File: src/rtl/pipeline_mem_pkg.sv
// Shared types and encodings for the MEM pipeline stage: FSM states, funct3 access
// codes, write-back select codes and the alignment/strobe helpers.
package pipeline_mem_pkg;

  typedef enum logic [1:0] {
    ST_IDLE = 2'd0,
    ST_BUSY = 2'd1,
    ST_DONE = 2'd2
  } mem_state_e;

  localparam logic [2:0] F3_LB  = 3'b000;
  localparam logic [2:0] F3_LH  = 3'b001;
  localparam logic [2:0] F3_LW  = 3'b010;
  localparam logic [2:0] F3_LD  = 3'b011;
  localparam logic [2:0] F3_LBU = 3'b100;
  localparam logic [2:0] F3_LHU = 3'b101;
  localparam logic [2:0] F3_LWU = 3'b110;

  localparam logic [2:0] F3_SB  = 3'b000;
  localparam logic [2:0] F3_SH  = 3'b001;
  localparam logic [2:0] F3_SW  = 3'b010;
  localparam logic [2:0] F3_SD  = 3'b011;

  localparam logic [1:0] WB_SEL_ZERO = 2'b00;
  localparam logic [1:0] WB_SEL_PC4  = 2'b01;
  localparam logic [1:0] WB_SEL_ALU  = 2'b10;
  localparam logic [1:0] WB_SEL_MEM  = 2'b11;

  // Natural alignment test; the same table serves loads and stores.
  function automatic logic is_misaligned(input logic [2:0] f3, input logic [2:0] lo);
    logic r;
    case (f3)
      3'b001, 3'b101: r = lo[0];
      3'b010, 3'b110: r = |lo[1:0];
      3'b011:         r = |lo;
      default:        r = 1'b0;
    endcase
    return r;
  endfunction

  // Byte enables for a store; lanes shifted past byte 7 fall off the 8-bit result.
  function automatic logic [7:0] store_strobe(input logic [2:0] f3, input logic [2:0] lo);
    logic [7:0] base;
    case (f3[1:0])
      2'b00:   base = 8'h01;
      2'b01:   base = 8'h03;
      2'b10:   base = 8'h0F;
      default: base = 8'hFF;
    endcase
    return base << lo;
  endfunction

endpackage

File: src/rtl/mem_load_ext.sv
// Load data lane selection and sign/zero extension, purely combinational.
module mem_load_ext
  import pipeline_mem_pkg::*;
(
  input  logic [63:0] i_rdata,
  input  logic [2:0]  i_addr_lo,
  input  logic [2:0]  i_funct3,
  output logic [63:0] o_data
);

  logic [63:0] w_lane;

  assign w_lane = i_rdata >> {i_addr_lo, 3'b000};

  always_comb begin
    o_data = '0;
    case (i_funct3)
      F3_LB:   o_data = {{56{w_lane[7]}},  w_lane[7:0]};
      F3_LH:   o_data = {{48{w_lane[15]}}, w_lane[15:0]};
      F3_LW:   o_data = {{32{w_lane[31]}}, w_lane[31:0]};
      F3_LD:   o_data = w_lane;
      F3_LBU:  o_data = {56'd0, w_lane[7:0]};
      F3_LHU:  o_data = {48'd0, w_lane[15:0]};
      F3_LWU:  o_data = {32'd0, w_lane[31:0]};
      default: o_data = '0;
    endcase
  end

endmodule

File: src/rtl/pipeline_mem_stage.sv
// MEM pipeline stage: single outstanding memory request with IDLE/BUSY/DONE FSM.
// Build option: MEM_MISALIGN_CHECK_EN turns misaligned accesses into flagged pass-throughs.
module pipeline_mem_stage
  import pipeline_mem_pkg::*;
(
  input  logic        clk,
  input  logic        reset,
  input  logic        stall_in,
  input  logic        valid_EX,
  input  logic [63:0] alu_result_EX,
  input  logic [63:0] store_data_EX,
  input  logic [4:0]  rd_EX,
  input  logic        reg_write_EX,
  input  logic [1:0]  rf_wr_sel_EX,
  input  logic        mem_read_EX,
  input  logic        mem_write_EX,
  input  logic [2:0]  funct3_EX,
  input  logic [63:0] pc_EX,
  output logic        mem_req,
  output logic        mem_we,
  output logic [63:0] mem_addr,
  output logic [63:0] mem_wdata,
  output logic [7:0]  mem_wstrb,
  input  logic        mem_ack,
  input  logic [63:0] mem_rdata,
  output logic        valid_MEM,
  output logic [63:0] alu_result_MEM,
  output logic [63:0] mem_data_MEM,
  output logic [4:0]  rd_MEM,
  output logic        reg_write_MEM,
  output logic [1:0]  rf_wr_sel,
  output logic [63:0] pc_WB,
  output logic        misalign_MEM,
  output logic        stall_req
);

  mem_state_e  r_state;

  logic [63:0] r_req_addr;
  logic [63:0] r_req_wdata;
  logic [7:0]  r_req_wstrb;
  logic        r_req_we;
  logic        r_req_load;
  logic [2:0]  r_req_funct3;
  logic [4:0]  r_req_rd;
  logic        r_req_reg_write;
  logic [1:0]  r_req_sel;
  logic [63:0] r_req_pc;
  logic [63:0] r_rdata_buf;

  logic        r_valid;
  logic [63:0] r_alu;
  logic [63:0] r_mdata;
  logic [4:0]  r_rd;
  logic        r_reg_write;
  logic [1:0]  r_sel;
  logic [63:0] r_pc;
  logic        r_misalign;

  logic        w_is_mem;
  logic        w_misalign_ex;
  logic        w_idle;
  logic        w_accept;
  logic        w_pass;
  logic        w_retire;
  logic        w_to_done;
  logic        w_bubble;
  logic [63:0] w_ld_src;
  logic [63:0] w_ld_ext;
  logic [63:0] w_ret_data;

  assign w_is_mem = mem_read_EX | mem_write_EX;

`ifdef MEM_MISALIGN_CHECK_EN
  assign w_misalign_ex = valid_EX & w_is_mem & is_misaligned(funct3_EX, alu_result_EX[2:0]);
`else
  assign w_misalign_ex = 1'b0;
`endif

  assign w_idle    = (r_state == ST_IDLE);
  assign w_accept  = w_idle & ~stall_in & valid_EX & w_is_mem & ~w_misalign_ex;
  assign w_pass    = w_idle & ~stall_in & valid_EX & ~(w_is_mem & ~w_misalign_ex);
  assign w_retire  = ~stall_in & (((r_state == ST_BUSY) & mem_ack) | (r_state == ST_DONE));
  assign w_to_done = stall_in & (r_state == ST_BUSY) & mem_ack;
  // Every free cycle that delivers nothing new clears the WB write, so WB never repeats one.
  assign w_bubble  = ~stall_in & ~w_pass & ~w_retire;

  assign w_ld_src = (r_state == ST_DONE) ? r_rdata_buf : mem_rdata;

  mem_load_ext u_load_ext (
    .i_rdata   (w_ld_src),
    .i_addr_lo (r_req_addr[2:0]),
    .i_funct3  (r_req_funct3),
    .o_data    (w_ld_ext)
  );

  assign w_ret_data = r_req_load ? w_ld_ext : 64'd0;

  always_ff @(posedge clk) begin
    if (reset) begin
      r_state         <= ST_IDLE;
      r_req_addr      <= '0;
      r_req_wdata     <= '0;
      r_req_wstrb     <= '0;
      r_req_we        <= 1'b0;
      r_req_load      <= 1'b0;
      r_req_funct3    <= '0;
      r_req_rd        <= '0;
      r_req_reg_write <= 1'b0;
      r_req_sel       <= '0;
      r_req_pc        <= '0;
      r_rdata_buf     <= '0;
    end else if (w_accept) begin
      r_state         <= ST_BUSY;
      r_req_addr      <= alu_result_EX;
      r_req_wdata     <= store_data_EX << {alu_result_EX[2:0], 3'b000};
      r_req_wstrb     <= mem_write_EX ? store_strobe(funct3_EX, alu_result_EX[2:0]) : 8'h00;
      r_req_we        <= mem_write_EX;
      r_req_load      <= mem_read_EX & ~mem_write_EX;
      r_req_funct3    <= funct3_EX;
      r_req_rd        <= rd_EX;
      r_req_reg_write <= reg_write_EX;
      r_req_sel       <= rf_wr_sel_EX;
      r_req_pc        <= pc_EX;
    end else if (w_to_done) begin
      r_state         <= ST_DONE;
      r_rdata_buf     <= mem_rdata;
    end else if (w_retire) begin
      r_state         <= ST_IDLE;
    end
  end

  always_ff @(posedge clk) begin
    if (reset) begin
      r_valid     <= 1'b0;
      r_alu       <= '0;
      r_mdata     <= '0;
      r_rd        <= '0;
      r_reg_write <= 1'b0;
      r_sel       <= '0;
      r_pc        <= '0;
      r_misalign  <= 1'b0;
    end else if (w_pass) begin
      r_valid     <= 1'b1;
      r_alu       <= alu_result_EX;
      r_mdata     <= 64'd0;
      r_rd        <= rd_EX;
      r_reg_write <= reg_write_EX & ~w_misalign_ex;
      r_sel       <= rf_wr_sel_EX;
      r_pc        <= pc_EX;
      r_misalign  <= w_misalign_ex;
    end else if (w_retire) begin
      r_valid     <= 1'b1;
      r_alu       <= r_req_addr;
      r_mdata     <= w_ret_data;
      r_rd        <= r_req_rd;
      r_reg_write <= r_req_reg_write;
      r_sel       <= r_req_sel;
      r_pc        <= r_req_pc;
      r_misalign  <= 1'b0;
    end else if (w_bubble) begin
      r_valid     <= 1'b0;
      r_reg_write <= 1'b0;
      r_misalign  <= 1'b0;
    end
  end

  assign mem_req   = (r_state == ST_BUSY);
  assign mem_we    = mem_req & r_req_we;
  assign mem_addr  = {r_req_addr[63:3], 3'b000};
  assign mem_wdata = r_req_wdata;
  assign mem_wstrb = r_req_wstrb;

  assign stall_req = ~w_idle | stall_in;

  assign valid_MEM      = r_valid;
  assign alu_result_MEM = r_alu;
  assign mem_data_MEM   = r_mdata;
  assign rd_MEM         = r_rd;
  assign reg_write_MEM  = r_reg_write;
  assign rf_wr_sel      = r_sel;
  assign pc_WB          = r_pc;
  assign misalign_MEM   = r_misalign;

endmodule

File: config.mk
export PLATFORM = sky130hd
export DESIGN_NAME = pipeline_mem_stage
export DESIGN_NICKNAME = d
export VERILOG_FILES = /design/src/rtl/pipeline_mem_pkg.sv /design/src/rtl/mem_load_ext.sv /design/src/rtl/pipeline_mem_stage.sv
export SDC_FILE = /design/constraint.sdc
export NUM_CORES = 1
export LEC_CHECK = 0
export ABC_AREA = 1
export CORE_MARGIN = 4
export CORE_UTILIZATION = 30
export CTS_CLUSTER_SIZE = 8
export DETAILED_ROUTE_END_ITERATION = 10
export HOLD_SLACK_MARGIN = 0.06
export MAX_ROUTING_LAYER = met4
export PLACE_DENSITY = 0.66
export SLEW_MARGIN = 15
export SYNTH_ARGS = -nofsm -noshare
export SYNTH_HDL_FRONTEND = slang
export SYNTH_SLANG_ARGS = --single-unit
File: constraint.sdc
create_clock -name clk -period 1.8 [get_ports clk]
set_input_delay 0.36 -clock clk [delete_from_list [all_inputs] [get_ports clk]]
set_output_delay 0.36 -clock clk [all_outputs]
set_load 0.05 [all_outputs]
After elaboration in Yosys (flattened, before gate mapping) --
Index checks and enable logic that the tools add are counted.
Cells by class: reductions and logical operators 10, mux-type cells 23, bitwise logic cells 22, shift-type cells 3, equal/unequal tests 10
Operator list (number):
- $pmux 64 s7 | 1
- $mux 64 | 6
- $shl 64x6->64 | 1
- $shr 64x6->64 | 1
- $mux 8 | 3
- $pmux 8 s3 | 1
- $and 1x1->1 | 12
- $mux 5 | 2
- $eq 3x3->1 const B | 3
- $mux 2 | 4
- $shl 8x3->8 | 1
- $not 1->1 | 7
- $eq 3x2->1 const B | 2
- $mux 1 | 6
- $reduce_bool 3->1 | 2
- $eq 2x1->1 const B | 2
- $eq 2x2->1 const B | 2
- $logic_not 2->1 | 2
- $reduce_bool 2->1 | 2
- $reduce_or 2->1 | 2
- $eq 3x1->1 const B | 1
- $logic_not 3->1 | 1
- $or 1x1->1 | 3
- $reduce_and 2->1 | 1
Storage, ports and cells: logic and storage cells 88, register bits 480, input bits 274, output and inout port bits 341

Longest topological paths before layout --
Gate-level depths: netlist (run 1).
depth in word-level cells 10, depth in mapped cells 15, mapped depth without buffers 13

Hierarchy --
From an unflattened synthesis (run 1), not the netlist that was laid out.
Second synthesis, totals: cells, all modules 3639, area total of the unflattened synthesis 23914.2 µm²
By module, submodules not included:
- pipeline_mem_stage | cells each 3132, area each 21479.4 µm², seq. area each 9609.2 µm², instances 1
- mem_load_ext | cells each 507, area each 2434.8 µm², seq. area each 0.0 µm², instances 1

Worst setup path after synthesis (run 1) --
Ideal clock, no wire load.
kind input to register, from in stall_in, to reg r_mdata[33], in the netlist mem_data_MEM[33], library setup time 0.132 ns, arrival 1.726 ns, path slack -0.058 ns, data required time 1.668 ns, stages 9, path through buf_2 inv_2 nand4_2 nor3_4 inv_2 buf_2 nand2_1 clkbuf_1 a21oi_1
On the way: cells in the longest elaborated chain, start to end 5
Ends and longest elaborated chain:
- start, declared | line pipeline_mem_stage.sv:8 | input logic stall_in,
- $not 1->1 * | line pipeline_mem_stage.sv:82, pipeline_mem_stage.sv:83
- $and 1x1->1 (3 in series) | line pipeline_mem_stage.sv:82 | assign w_pass = w_idle & ~stall_in & valid_EX & ~(w_is_mem & ~w_misalign_ex);
- $reduce_or 2->1 (no line)
- end signal, assigned | line pipeline_mem_stage.sv:155 | r_mdata <= w_ret_data;
- end, declared | line pipeline_mem_stage.sv:53 | logic [63:0] r_mdata;
Every way passes the cells marked *; elsewhere a longest branch is shown, timed or not. A chain may end at the register's enable or synchronous reset.

Final worst setup path (run 1) --
from reg r_state[1], to reg r_mdata[32], in the netlist mem_data_MEM[32]
On the way: cells in the longest elaborated chain, start to end 5
Ends and longest elaborated chain:
- start, declared | line pipeline_mem_stage.sv:37 | mem_state_e r_state;
- start signal, assigned | line pipeline_mem_stage.sv:101 | r_state <= ST_IDLE;
- start signal, assigned | line pipeline_mem_stage.sv:114 | r_state <= ST_BUSY;
- start signal, assigned | line pipeline_mem_stage.sv:126 | r_state <= ST_DONE;
- $eq 2x2->1 or $logic_not 2->1 (tied branches) | line pipeline_mem_stage.sv:83, pipeline_mem_stage.sv:88, pipeline_mem_stage.sv:80
- $mux 64 or $and 1x1->1 (tied branches) | line pipeline_mem_stage.sv:88, pipeline_mem_stage.sv:82
- $shr 64x6->64 or $and 1x1->1 (tied branches) | line mem_load_ext.sv:13, pipeline_mem_stage.sv:82
- $pmux 64 s7 or $and 1x1->1 (tied branches) | line mem_load_ext.sv:17, pipeline_mem_stage.sv:82
- $mux 64 or $reduce_or 2->1 (tied branches)
Parallel ways exist; a longest one is shown, timed or not.

==> flow_summary.toml, run 1 <==
[worst_setup_path]
reg2reg_depth = 14
critPathRequiredTime_ps = 2260
r2r-start = "r_state[1]"
crit_fanout = 8
worst-setup-path-type = "reg -> reg"
startpoint_type = "flip-flop"
r2r-end = "mem_data_MEM[32]"
regToRegSetupSlack_ps = -240
critPathCaptureType = "flip-flop"
arrival_ps = 2500

[worst_hold_path]
hold_path_depth = 4
hold_class = "in -> reg"
min_from = "reset"
holdPathEnd = "r_req_pc[1]"

[drt]
wl_per_cell_um = 22.3
wl_mm = 116
drc = 0
first_iter_violations = 2273
drtAntennaViolNets = 0
drt_pre_antenna_iters = 6
vias_per_cell = 5.24
vias = 27300

[clock_tree]
cts_tree = "yes"
cts_root_buf = "clkbuf_16"
cts.sink_count = 480
cts_buffer_depth = 3
htree_levels = 3
cts_inserted_buffers = 71
clkTransAtPathRegs_ps = 50
insertion_delay_ps = 590

[synth]
synth_ff_type = "dfxtp_1"
syn_avg_cell_area_um2 = 6.90
synth_area_leaders = "dfxtp_1 (41%), nand2_1 (14%), o21ai_0 (8.8%)"
synth_edf_count = 0
yosys_warnings = 0
syn_area_um2 = 23200
synth_cell_types = 33
yosys_register_bits = 480
ys_seq_area_share_pct = 41.5
netlist.area_leader.share_pct = 41.5
synth.largest_area_cell = "dfxtp_1"
synth_cells = 3358
synth_most_common_cell = "nand2_1"
synth-async-reset-ratio_pct = 0
yosys-top-cells-count = "nand2_1 (864), dfxtp_1 (480), o21ai_0 (406), a21oi_1 (398), inv_1 (314)"

[timing]
finalSetupViolations = 392
fin_ws_ps = -239
finalMaxSlewViolations = 0
rsz0062_at_grt = "yes"
period_share_pct = 113
max-slew-margin-rel_pct = 60.0
fin_crit_ps = 2040
tightest_slew_ps = 583
finClkSkew_ps = 15.5
hold_viol = 0
max_clock_freq_mhz = 490

[floorplanning]
die_w_um = 286
initial_utilization_pct = 30.4
core.rowCount = 101
die-area_um2 = 81800
fp.dieH_um = 286
io_pins = 615
coreArea_um2 = 76200

[place]
place_area_um2 = 31000
hpwl_mm = 74.9
gp_congestion = 0.971
portBuffers = 610

[finish]
fin_nets = 4420
fill_cells = 7236
finalInstanceArea_um2 = 37800
drive_above_1_share_pct = 29.1
syn_to_final_growth_pct = 63.0

[global_route]
grt_remaining_overflow = 0
track_usage_pct = 25.3
grt_max_degree = 98
grt_pass1_wl_mm = 155
grt_pass1_vias = 25300
antenna_found_initial = 14

[power]
finalPower_mw = 32.2
p_switching_mw = 10.4
vdd.ir_drop.worst_mv = 0.576
p_seq_share_pct = 35.6
combPwrFrac_pct = 26.7
p_sw_share_pct = 32.2
p_int_mw = 21.8
p_leak_nw = 16.1
power_density_nw_per_um2 = 853
p_clk_share_pct = 37.7

[run]
max_cap_violations = 0

[run_status]
status = "complete, but fails checks"
violations = "negative setup slack"
metrics by stage:
step,hold WS [ps],utilization [%],TNS [ps],setup slack (ps),std cells
floorplan,420,-,-1740,-58.0,3361
CTS,158,45.2,-26390,-206,5086
detailed placement,437,40.7,-229730,-644,4956
global route,197,49.6,-83110,-318,5202
finish,201,49.6,-40470,-239,5202
global placement,428,40.7,-218480,-574,4956
worst max-delay path, cell delays in order (launching register included):
cell and delay [ps]:
dfxtp_4 370, buf_12 110, nand2_8 80, buf_12 170, nand2_4 70, nand3_2 90, nand2_2 110, nand2_2 70
nand2_2 90, nand2_4 80, nand3_4 180, clkbuf_16 190, nand4_1 100, nand2_2 110, a21oi_1 60
cells in the final DEF, fill, tap and decap left out, types with 11 or more instances in the layout:
cell type / count
dfxtp_1: 476
o211ai_1: 73
o21ai_4: 13
clkdlybuf4s50_1: 270
nand2_2: 78
inv_1: 310
o21ai_1: 68
nand3_1: 172
mux2i_1: 29
o311ai_1: 33
a21oi_2: 64
nand2_1: 752
o21ai_2: 35
buf_16: 29
nor2_1: 34
buf_4: 569
buf_12: 78
o311ai_0: 23
a31oi_1: 11
nand4_1: 38
nand3_2: 46
o311ai_2: 13
buf_6: 56
diode_2: 12
o21ai_0: 302
clkbuf_16: 113
nand3_4: 21
a21oi_1: 334
nand2_4: 30
kinds of logic (layout without fill, tap and decap cells):
kind of cell	after synthesis	after routing	share of synthesized area, %
and+or+nand+nor	1197	1198	21.4
AOI/OAI and AO/OA	981	981	23.3
buffers and inverters	670	1468	12.5
DFF	480	480	41.5
muxes	29	29	1.25
other	1	16	0.0162
power groups by stage:
stage	combinational (mW)	clock (mW)	sequential, mW
2_1_floorplan	3.17	0	12.3
3_3_place_gp	6.74	0	11.6
3_5_place_dp	6.78	0	11.6
4_1_cts	7.28	12.4	11.4
5_1_grt	9.06	12.8	11.5
6_report	8.62	12.1	11.5
area by class of cell:
class | count | area [µm²] | area share, %
Timing Repair Buffer | 1056 | 11200 | 29.6
Clock inverter | 9 | 101 | 0.268
Tap cell | 1030 | 1290 | 3.41
Multi-Input combinational cell | 2212 | 12400 | 32.9
Inverter | 324 | 1260 | 3.34
Antenna cell | 12 | 30.0 | 0.0795
Clock buffer | 78 | 1830 | 4.86
Sequential cell | 480 | 9620 | 25.5
Timing Repair inverter | 1 | 30.0 | 0.0795
worst max path at each step:
stage	from	end	slack (ps)	cells after the start
4_1_cts	r_state[1]	mem_we	-210	6
5_1_grt	r_state[0]	r_req_pc[29]	-320	12
2_1_floorplan	stall_in	mem_data_MEM[33]	-60	9
3_5_place_dp	stall_in	r_req_pc[56]	-640	9
6_report	r_state[1]	mem_data_MEM[32]	-240	14
3_3_place_gp	valid_EX	r_req_addr[0]	-570	10
timing repair:
action | CTS | global route
setup buffers | 18 | 52
setup endpoints to repair | 419 | 416
pin swaps | 17 | 113
gates cloned | 25 | 57
hold buffers | 0 | 0
gates resized for setup | 209 | 506
layer usage:
layer,wire length [µm],GRT usage (%),vias to the layer above,part of all wire (%)
met5,0,-,-,0
met4,6270,12.0,0,5.4
met3,9750,5.55,330,8.4
met2,54700,42.1,1374,47
met1,45100,29.1,12800,39
li1,-,-,12700,-
sequential cells by signal (all words and copies together) (netlist names), 3 cells and up:
name            flops
mem_wstrb           8
rd_MEM              5
alu_result_MEM     64
r_req_rd            5
r_rdata_buf        64
r_req_addr         64
pc_WB              64
mem_wdata          64
r_req_funct3        3
mem_data_MEM       64
r_req_pc           64
No activity file was read; power rests on OpenSTA's default activity.
==> run 2, diff against run 1 <==
Settings changed: MAX_ROUTING_LAYER met4 to default.
==> run 2 against run 1 <==
Clock skew up 3.3 ps. Sequential share of layout area rose by 2.0 points. Critical path depth decreased by 3. Combinational power is 13% lower. Setup slack improved by 19 ps. Highest routed layer is now met5. Core utilization is 3.7 points lower. Register-to-register slack better by 20 ps. Count of clock-buffer cells in the layout grew 2. First-iteration DRC count decreased by 2.4%. The flow still finishes with violations (negative setup slack). Fmax up 0.96%. Via count fell by 4.7%. Wire length is 8.9% lower. Largest power group unchanged. Largest cell class unchanged.
==> flow_summary.toml, run 2 (synthesis gave the netlist of run 1 again) <==
[run_status]
status = "complete, but fails checks"
violations = "negative setup slack"

[timing]
fin_crit_ps = 2020
max-slew-margin-rel_pct = 67.0
tightest_slew_ps = 481
period_share_pct = 112
finClkSkew_ps = 18.8
finalMaxSlewViolations = 0
max_clock_freq_mhz = 495
setup_tns_ps = -27830
finalSetupViolations = 366
rsz0062_at_grt = "yes"
hold_viol = 0
fin_ws_ps = -220

[run]
max_cap_violations = 0

[drt]
drc = 0
wl_mm = 106
vias = 26000
wl_per_cell_um = 20.7
drt_pre_antenna_iters = 6
drtAntennaViolNets = 0
first_iter_violations = 2218
vias_per_cell = 5.09

[power]
finalPower_mw = 31.2
power_density_nw_per_um2 = 892
vdd.ir_drop.worst_mv = 0.557
p_leak_nw = 15.0

[worst_setup_path]
crit_fanout = 20
critPathCaptureType = "flip-flop"
reg2reg_depth = 11
critPathRequiredTime_ps = 2320
arrival_ps = 2540
startpoint_type = "flip-flop"
worst-setup-path-type = "reg -> reg"

[finish]
finalInstanceArea_um2 = 35000
layout_commonest_cell = "nand2_1"
multi_input_area_um2 = 11300
syn_to_final_growth_pct = 50.9
layout_common_cells = "nand2_1 (820), buf_4 (554), dfxtp_1 (476)"
fin_nets = 4324
fill_cells = 7671
regArea_um2 = 9620
drive_above_1_share_pct = 22.6

[worst_hold_path]
hold_path_depth = 4
hold_class = "in -> reg"

[floorplanning]
io_pins = 615
die_w_um = 286
core.rowCount = 101
fp.dieH_um = 286
initial_utilization_pct = 30.4
coreArea_um2 = 76200
die-area_um2 = 81800

[place]
place_ws_ps = -643
hpwl_mm = 74.1
place_area_um2 = 31000
portBuffers = 610
gp_congestion = 0.969

[clock_tree]
cts_inserted_buffers = 71
cts.sink_count = 480
cts_root_buf = "clkbuf_16"
cts_buffer_depth = 3
insertion_delay_ps = 600
cts_tree = "yes"
htree_levels = 3
ctsHoldBuffers = 0
clkTransAtPathRegs_ps = 50

[global_route]
track_usage_pct = 23.3
grt_pass1_wl_mm = 148
grt_pass1_vias = 24100
grt_max_degree = 51
grt_remaining_overflow = 0
antenna_found_initial = 16
## run 2: changes by cell type in the layout (fill, tap and decap cells not counted), sizes merged
cell | before | now
bufbuf | 1 | 4
inv | 322 | 323
buf | 744 | 668
clkinvlp | 0 | 1
nand3 | 239 | 238
clkinv | 12 | 8
clkbuf | 119 | 97
nand2 | 865 | 866
## run 2: final cells by class
class / instances / share of cell area, %
Clock buffer: 80 / 5.33
Tap cell: 1030 / 3.69
Antenna cell: 12 / 0.0859
Timing Repair inverter: 2 / 0.143
Multi-Input combinational cell: 2212 / 32.3
Timing Repair Buffer: 959 / 27.1
Clock inverter: 6 / 0.283
Sequential cell: 480 / 27.5
Inverter: 324 / 3.62
## run 2: path summary, 6_finish.rpt
path	to	slack, ps	startpoint
max	pc_WB[21]	-220	r_state[0]
max reg2reg	pc_WB[21]	-220	r_state[0]
min	pc_WB[0]	240	reset
min reg2reg	r_req_pc[19]	440	r_req_pc[19]
## run 2: routing by layer
layer / vias up / wire [µm] / global-route usage, %
met4: 4 / 4950 / 11.3
met5: - / 27 / 0
met1: 12100 / 41400 / 27.5
li1: 12500 / - / -
met3: 238 / 8820 / 5.86
met2: 1145 / 50400 / 39.6
## run 2: per-stage QoR
stage          hold WS (ps)  utilization (%)  std cells
3_5_place_dp            436             40.7       4945
5_1_grt                 243             45.9       5098
3_3_place_gp            430             40.7       4945
4_1_cts                 207             44.2       5047
2_1_floorplan           420                -       3361
6_report                245             45.9       5105
## run 2: critical path, cell delays in order, from the launching register on
cell       delay [ps]
dfxtp_4           380
buf_6             120
nor2_4             40
buf_6             110
buf_6             100
o21ai_4           180
buf_12            150
nand2_8           140
inv_16            150
bufbuf_16         310
nand2_1            80
a21oi_1           160
## run 2: what timing repair did
item / 4_1_cts / 5_1_grt
buffers inserted: 7 / 21
cloned: 9 / 25
setup endpoints to repair: 413 / 414
pin swaps: 11 / 29
gates resized for setup: 133 / 189
## run 2: power by group
| part | leakage (nW) | switching (mW) | internal [mW] |
|---|---|---|---|
| combinational | 10.1 | 4.58 | 2.94 |
| clock | 0.956 | 4.95 | 7.28 |
| sequential | 3.91 | 0.292 | 11.2 |
| total | 15.0 | 9.82 | 21.4 |
